**config.mk**
```make
export PLATFORM = sky130hd
export DESIGN_NAME = vdp_super_vram_scheduler
export DESIGN_NICKNAME = d
export VERILOG_FILES = /design/src/rtl/vdp_sched_pkg.sv /design/src/rtl/vdp_sched_refresh_timer.sv /design/src/rtl/vdp_super_vram_scheduler.sv
export SDC_FILE = /design/constraint.sdc
export NUM_CORES = 1
export LEC_CHECK = 0
export BUFFER_PORTS_ARGS = -buffer_cell sky130_fd_sc_hd__buf_2
export CAP_MARGIN = 20
export CORE_ASPECT_RATIO = 0.7
export CORE_MARGIN = 4
export CORE_UTILIZATION = 46
export CTS_CLUSTER_DIAMETER = 150
export DETAILED_ROUTE_END_ITERATION = 8
export PLACE_DENSITY = 0.85
export SYNTH_ARGS = -nofsm -noshare
export SYNTH_HDL_FRONTEND = slang
export SYNTH_SLANG_ARGS = --single-unit
```
**constraint.sdc**
```tcl
create_clock -name clk -period 2.9 [get_ports clk]
set_input_delay 0.435 -clock clk [delete_from_list [all_inputs] [get_ports clk]]
set_output_delay 0.435 -clock clk [all_outputs]
set_load 0.01 [all_outputs]
```
**src/rtl/vdp_sched_pkg.sv**
```systemverilog
// Shared types and constants for the super-res VRAM access scheduler.
package vdp_sched_pkg;

    // Debug-visible owner of the current access window.
    typedef enum logic [2:0] {
        OWN_IDLE    = 3'd0,
        OWN_DISP    = 3'd1,
        OWN_CPU_RD  = 3'd2,
        OWN_CPU_WR  = 3'd3,
        OWN_REFRESH = 3'd4
    } owner_t;

    // Slot phases taken from cx[1:0]: window A = DL/DA, window B = AP/FS.
    localparam logic [1:0] PH_DL = 2'd0;
    localparam logic [1:0] PH_DA = 2'd1;
    localparam logic [1:0] PH_AP = 2'd2;
    localparam logic [1:0] PH_FS = 2'd3;

endpackage

```
**src/rtl/vdp_sched_refresh_timer.sv**
```systemverilog
// Slot counter that raises refresh_due once every REFRESH_INTERVAL slots.
module vdp_sched_refresh_timer #(
    parameter int unsigned REFRESH_INTERVAL = 8
) (
    input  logic clk,
    input  logic reset_n,
    input  logic tick,
    input  logic served,
    output logic refresh_due
);

    localparam int unsigned CW = (REFRESH_INTERVAL > 1) ? $clog2(REFRESH_INTERVAL) : 1;

    logic [CW-1:0] slot_cnt;
    logic          wrap;

    assign wrap = (slot_cnt == CW'(REFRESH_INTERVAL - 1));

    // Count slots at phase-3 edges; a wrap while already due leaves the flag set.
    always_ff @(posedge clk) begin
        if (!reset_n) begin
            slot_cnt    <= '0;
            refresh_due <= 1'b0;
        end else begin
            if (tick) begin
                slot_cnt <= wrap ? '0 : slot_cnt + CW'(1);
            end
            if (tick && wrap) begin
                refresh_due <= 1'b1;
            end else if (served) begin
                refresh_due <= 1'b0;
            end
        end
    end

endmodule

```
**src/rtl/vdp_super_vram_scheduler.sv**
```systemverilog
// Per-slot VRAM window scheduler for super-resolution modes.
// Window A (phases 0-1): display fetch, else idle; with VRAM_SCHED_CPU_BOOST_EN
// defined an idle window A is handed to a pending CPU request instead.
// Window B (phases 2-3): refresh when due, else CPU, else idle.
module vdp_super_vram_scheduler
    import vdp_sched_pkg::*;
#(
    parameter int unsigned REFRESH_INTERVAL = 8
) (
    input  logic        clk,
    input  logic        reset_n,
    input  logic        vdp_super,
    input  logic [10:0] cx,
    input  logic        super_res_drawing,
    input  logic [16:0] super_res_vram_addr,
    input  logic        cpu_req,
    input  logic        cpu_we,
    input  logic [16:0] cpu_addr,
    input  logic [7:0]  cpu_wdata,
    output logic        cpu_ack,
    output logic [7:0]  cpu_rdata,
    output logic [16:0] vram_addr,
    output logic        vram_we,
    output logic        vram_oe,
    output logic [7:0]  vram_wdata,
    input  logic [31:0] vram_rdata,
    output logic        vram_refresh,
    output logic [2:0]  owner
);

    owner_t     state;
    logic       sync_rst_n;
    logic [1:0] phase;
    logic       refresh_due;
    logic       refresh_served;
    logic       cpu_req_new;
    logic       cpu_busy;
    logic [1:0] cpu_lane;
    logic       unused_cx;

    assign sync_rst_n     = reset_n & vdp_super;
    assign phase          = cx[1:0];
    assign unused_cx      = ^cx[10:2];
    assign refresh_served = (phase == PH_AP) && refresh_due;
    // The request is still high during its own ack cycle; it is not a new one yet.
    assign cpu_req_new    = cpu_req && !cpu_ack;
    assign owner          = state;

    vdp_sched_refresh_timer #(
        .REFRESH_INTERVAL(REFRESH_INTERVAL)
    ) u_refresh_timer (
        .clk        (clk),
        .reset_n    (sync_rst_n),
        .tick       (phase == PH_FS),
        .served     (refresh_served),
        .refresh_due(refresh_due)
    );

    // Owner FSM: grants at window-start edges, completes CPU accesses mid-window.
    always_ff @(posedge clk) begin
        if (!sync_rst_n) begin
            state        <= OWN_IDLE;
            cpu_ack      <= 1'b0;
            cpu_rdata    <= 8'h00;
            vram_addr    <= 17'h00000;
            vram_we      <= 1'b0;
            vram_oe      <= 1'b0;
            vram_wdata   <= 8'h00;
            vram_refresh <= 1'b0;
            cpu_busy     <= 1'b0;
            cpu_lane     <= 2'd0;
        end else begin
            cpu_ack      <= 1'b0;
            vram_refresh <= 1'b0;
            case (phase)
                PH_DL: begin
                    cpu_busy <= 1'b0;
                    if (super_res_drawing) begin
                        state     <= OWN_DISP;
                        vram_addr <= super_res_vram_addr;
                        vram_we   <= 1'b0;
                        vram_oe   <= 1'b1;
`ifdef VRAM_SCHED_CPU_BOOST_EN
                    end else if (cpu_req_new) begin
                        state      <= cpu_we ? OWN_CPU_WR : OWN_CPU_RD;
                        vram_addr  <= cpu_addr;
                        vram_we    <= cpu_we;
                        vram_oe    <= !cpu_we;
                        vram_wdata <= cpu_wdata;
                        cpu_lane   <= cpu_addr[1:0];
                        cpu_busy   <= 1'b1;
`endif
                    end else begin
                        state     <= OWN_IDLE;
                        vram_addr <= 17'h00000;
                        vram_we   <= 1'b0;
                        vram_oe   <= 1'b0;
                    end
                end
                PH_AP: begin
                    cpu_busy <= 1'b0;
                    if (refresh_due) begin
                        state        <= OWN_REFRESH;
                        vram_refresh <= 1'b1;
                        vram_addr    <= 17'h00000;
                        vram_we      <= 1'b0;
                        vram_oe      <= 1'b0;
                    end else if (cpu_req_new) begin
                        state      <= cpu_we ? OWN_CPU_WR : OWN_CPU_RD;
                        vram_addr  <= cpu_addr;
                        vram_we    <= cpu_we;
                        vram_oe    <= !cpu_we;
                        vram_wdata <= cpu_wdata;
                        cpu_lane   <= cpu_addr[1:0];
                        cpu_busy   <= 1'b1;
                    end else begin
                        state     <= OWN_IDLE;
                        vram_addr <= 17'h00000;
                        vram_we   <= 1'b0;
                        vram_oe   <= 1'b0;
                    end
                end
                default: begin
                    // Second edge of a window: finish a CPU access exactly once.
                    if (cpu_busy) begin
                        if (state == OWN_CPU_RD) begin
                            cpu_rdata <= vram_rdata[{cpu_lane, 3'b000} +: 8];
                        end
                        cpu_ack  <= 1'b1;
                        cpu_busy <= 1'b0;
                        vram_we  <= 1'b0;
                        vram_oe  <= 1'b0;
                    end
                end
            endcase
        end
    end

endmodule

```
**After elaboration in Yosys (flattened, before gate mapping)**

Index checks and enable logic that the tools add are counted.

- Add/sub/neg operators: 1
- $mul: 0
- Div/mod/pow operators: 0
- Order comparisons: 0
- Equality and inequality tests: 4
- Shift-type cells: 1
- Mux-type cells: 23
- Bitwise gates (word level): 5
- Reduce and logical (&&, ||, !) cells: 15

Operators with widths:

| cell | number |
|---|---|
| two-way mux 17 bit | 3 |
| one-hot mux 17 bit (2 select lines) | 1 |
| indexed part select 32 x 6 -> 8 bit | 1 |
| two-way mux 1 bit | 13 |
| two-way mux 3 bit | 2 |
| one-hot mux 3 bit (2 select lines) | 1 |
| AND reduction 3 bit | 2 |
| OR reduction 3 bit | 2 |
| == test 2 bit, second input constant | 2 |
| NOT 1 bit | 4 |
| one-hot mux 1 bit (2 select lines) | 2 |
| nonzero test 2 bit | 2 |
| adder 3 x 1 -> 3 bit, second input constant | 1 |
| == test 3 x 2 -> 1 bit, second input constant | 1 |
| == test 3 bit, second input constant | 1 |
| logical AND 1 bit | 3 |
| nonzero test 3 bit | 1 |
| logical NOT 1 bit | 2 |
| logical NOT 2 bit | 1 |
| two-way mux 2 bit | 1 |
| AND reduction 2 bit | 1 |
| OR reduction 2 bit | 1 |
| AND 1 bit | 1 |

- Register bits after elaboration: 47
- Bits in latches: 0
- Bits in writable memories: 0
- Memory bits (read-only): 0
- Input port bits: 91
- Memories kept: 0

**Logic depth before layout (Yosys ltp)**

- Word-level depth: 5
- Depth in mapped cells: 5
- Depth with buffers taken out: 5

**Modules after synthesis**

A second synthesis with hierarchy kept.

- Cells, all modules: 223
- Area total of the unflattened synthesis: 2,113.3 sq um

Modules (own cells, without submodules):

| module | times used | cells an instance | area an instance (sq um) | seq. area each (sq um) |
|---|---|---|---|---|
| vdp_super_vram_scheduler | 1 | 207 | 1,931.9 | 860.8 |
| vdp_sched_refresh_timer | 1 | 16 | 181.4 | 80.1 |

**Worst setup path after synthesis**

OpenSTA, ideal clock, no wires.

- Path type: input port to flip-flop
- Start: in cx[0]
- End: reg cpu_lane[0]
- Data arrival time: 1.391 ns
- Slack: 1.377 ns
- Stages: 5
- Path through: buf_6 > or4b_1 > clkbuf_2 > o21ai_1 > a21oi_1

- Word-level cells in the longest chain between the ends: 2

Ends and longest elaborated chain:

| item | RTL line | source |
|---|---|---|
| from (decl) | vdp_super_vram_scheduler.sv:13 | `input logic [10:0] cx,` |
| == test 2 bit | vdp_super_vram_scheduler.sv:75 | `case (phase)` |
| AND reduction 3 bit (no source line) | n/a |  |
| to (signal assigned) | vdp_super_vram_scheduler.sv:114 | `cpu_lane <= cpu_addr[1:0];` |
| to (decl) | vdp_super_vram_scheduler.sv:38 | `logic [1:0] cpu_lane;` |

No other way between the ends.
A chain may end at the register's enable or synchronous reset.

**Worst setup path after layout**

- Start: reg u_refresh_timer.refresh_due
- End: reg vram_wdata[0]

- Word-level cells in the longest chain between the ends: 2

Ends and longest elaborated chain:

| item | RTL line | source |
|---|---|---|
| from (decl) | vdp_sched_refresh_timer.sv:9 | `output logic refresh_due` |
| from (signal assigned) | vdp_sched_refresh_timer.sv:23 | `refresh_due <= 1'b0;` |
| from (signal assigned) | vdp_sched_refresh_timer.sv:29 | `refresh_due <= 1'b1;` |
| from (signal assigned) | vdp_sched_refresh_timer.sv:31 | `refresh_due <= 1'b0;` |
| NOT 1 bit (no source line) | n/a |  |
| AND reduction 3 bit (no source line) | n/a |  |
| to (signal assigned) | vdp_super_vram_scheduler.sv:113 | `vram_wdata <= cpu_wdata;` |
| to (decl) | vdp_super_vram_scheduler.sv:25 | `output logic [7:0] vram_wdata,` |

No other way between the ends.

==> results.txt <==
Site Rows = 20
Core Box Area = 4350 sq um
Vias per cell = 5.52
Flop pwr share = 0.565
Worst Max-Slew Pin Slew = 0.923 ns
Fin crit share = 0.548
Reg-to-reg critical path startpoint = u_refresh_timer.refresh_due$_SDFFE_PP0P_
Cell Area, Synth = 2090 sq um
PD cells = 431 nW/um^2
Post-synthesis net count = 318
Largest net degree at the start of global routing = 33
Placed inst area = 2660 sq um
Relative slew slack = 0.383
Drt drc = 0
Post-CTS Hold Buffers = 0
DRT Pass-1 Iters = 4
Initial antenna violation count = 0
Met3 usage = 0.0559
Count of cell types in the netlist = 32
Worst Reg-to-Reg Cells = 3
Setup tns final = 0 ns
Net Sw Frac = 0.241
Leak Pwr = 1.20 nW
Crit path depth = 3
Nets = 425
Hold Crit Class = input port to flop
CP max stage delay = 0.77 ns
Die Area = 5710 sq um
RSZ-0062 raised after global routing = false
ANT nets after route = 0
CTS buffer count = 5
Post-Syn Instances = 225
Critical setup path kind = flop to flop
Clock share of power = 0.300
Root Buffer = clkbuf_8
Combinational Power Share = 0.135
Share of cells above drive strength 1 = 0.417
Clock-pin transition on the worst setup and hold timing paths = 0.08 ns
Finish-stage setup viols = 0
Commonest non-fill, non-tap cell in the layout = buf_2
Max-cap violations = 0
Layout area overhead = 30.6%
Synth warn = 0
Iteration-0 DRC Markers = 172
Hold path cells = 3
Total Wirelength = 5840 um
Critical path buffers and inverters = 0
Maximum vdd drop = 0.000312 V
Vias in the first global route = 2,079
Final hold vios = 0
Clk_lat worst skew = 0.28 ns
Startpoint Class = flop
Post-cts sizing count = 0
Commonest cells after routing, fill and taps aside = 121 x buf_2, 47 x dfxtp_1, 43 x a21oi_1
IO Pins = 131
Busiest grt layer = met2
Switch Pwr = 0.000283 W
Die width = 88.6 um
Synthesized area per cell = 9.30 sq um
Clock skew = 0.00414 ns
Post-synthesis sequential area ratio = 0.450
Run status = finished clean
Seq cells post-synth = 47
Htree depth = 2
GR Overflow Total = 0
Minimum clock period = 1.59 ns
Sink Count = 47
Crit-path max FO = 11
Max-slew violations = 0
Critical Path AT = 1.72 ns
CTS tree = done
Buffers on Ports = 121
Reg2Reg Setup Slack = 1.31 ns
Ant diodes = 0
Pint = 0.000894 W
Die Height = 64.4 um
Initial core utilization = 0.480
Met2 Usage GRT = 0.326
Routed wire per std cell = 15.1 um
Hold_sp = cpu_wdata[3]
Clk buf depth = 2
GPL Wtd Cong = 0.771
Routed vias = 2,129
Worst flop-to-flop path endpoint = vram_wdata[0]$_SDFFE_PP0P_
First-pass GRT wire length = 9200 um
Worst min-delay path endpoint = vram_wdata[3]$_SDFFE_PP0P_
Worst Path Required = 3.03 ns
HPWL after DPL = 4430 um
Fmax = 630 MHz
GR Layer Usage met1 = 0.261
Critical Path, Cell by Cell = or4b_1 > o21ai_1 > a21oi_1
Crit-path slowest cell = or4b_1
Post-CTS Setup Repair Bufs = 0
Crit path capture type = flop
All-Layer GR Usage = 0.202
CP delay by family, top = simple AND/OR/NAND/NOR gates
Post-route cell area = 2730 sq um
cell families after synthesis:
family	after synthesis	share of synthesized area
muxes	9	0.0909
adders and majority gates	2	0.0120
and+or+nand+nor	45	0.122
AOI/OAI and AO/OA	96	0.264
buffers and inverters	26	0.0616
DFF	47	0.450
metrics by stage:
step,std cells,setup slack [ns],hold WS [ns],utilization,total power [W]
finish,386,1.31,0.398,0.628,0.00118
global route,386,1.19,0.386,0.628,0.00123
CTS,386,1.29,0.383,0.628,0.00119
detailed placement,380,1.05,0.466,0.611,0.000839
global placement,380,1.08,0.449,0.611,0.000836
floorplan,225,1.38,0.440,-,0.000766
power by group through the flow:
| stage | sequential (W) | combinational [W] | clock, W |
|---|---|---|---|
| after floorplan | 0.000685 | 0.0000810 | 0 |
| after global placement | 0.000680 | 0.000156 | 0 |
| after detailed placement | 0.000680 | 0.000159 | 0 |
| after CTS | 0.000665 | 0.000159 | 0.000367 |
| after global routing | 0.000668 | 0.000175 | 0.000391 |
| final | 0.000665 | 0.000159 | 0.000354 |
per-layer routing:
layer / vias up / part of all wire
met4: 0 / 0.016
met1: 992 / 0.42
li1: 1055 / -
met2: 74 / 0.48
met3: 8 / 0.075
met5: - / 0
worst reg2reg max path, stage by stage, from the launching register on:
cell and delay, ns:
dfxtp_1 0.37, or4b_1 0.77, o21ai_1 0.22, a21oi_1 0.08
synthesized netlist by cell type, drive strengths merged:
cell	instances	area, sq um
dfxtp	47	941
a21oi	43	215
o21ai	36	180
nand3	21	110
a32oi	15	131
clkbuf	14	53.8
buf	8	60.1
mux4	8	180
nand2	8	30.0
nor2	5	18.8
inv	3	11.3
ha	2	25.0
nor3	2	10.0
a221oi	1	15.0
and2	1	6.26
and2b	1	7.51
and3	1	6.26
and4b	1	10.0
clkinv	1	3.75
mux2i	1	10.0
nand3b	1	7.51
nand4b	1	8.76
nor2b	1	6.26
nor4b	1	23.8
o311a	1	10.0
or4b	1	10.0
area by class of cell:
class / count / area (sq um)
tap: 55 / 68.8
sequential: 47 / 941
inverter: 4 / 15.0
timing repair buffer: 122 / 613
clock buffer: 6 / 72.6
fill: 387 / 1620
multi-input combinational: 152 / 1020
state kept, by name, summed over array words and instances (netlist names):
name                         count
owner                            3
u_refresh_timer.slot_cnt         3
cpu_lane                         2
vram_refresh                     1
cpu_busy                         1
vram_we                          1
cpu_ack                          1
vram_oe                          1
vram_addr                       17
vram_wdata                       8
u_refresh_timer.refresh_due      1
cpu_rdata                        8
worst max-delay path by stage:
stage / start / end
after floorplan: cx[0] / cpu_lane[0]$_SDFFE_PP0P_
after global placement: cx[0] / vram_wdata[2]$_SDFFE_PP0P_
after detailed placement: cx[0] / vram_wdata[5]$_SDFFE_PP0P_
after CTS: cpu_lane[0]$_SDFFE_PP0P_ / cpu_rdata[5]$_SDFFE_PP0P_
after global routing: cpu_lane[0]$_SDFFE_PP0P_ / cpu_rdata[2]$_SDFFE_PP0P_
final: u_refresh_timer.refresh_due$_SDFFE_PP0P_ / vram_wdata[0]$_SDFFE_PP0P_
Note: power is estimated with default switching activity, not from simulation.
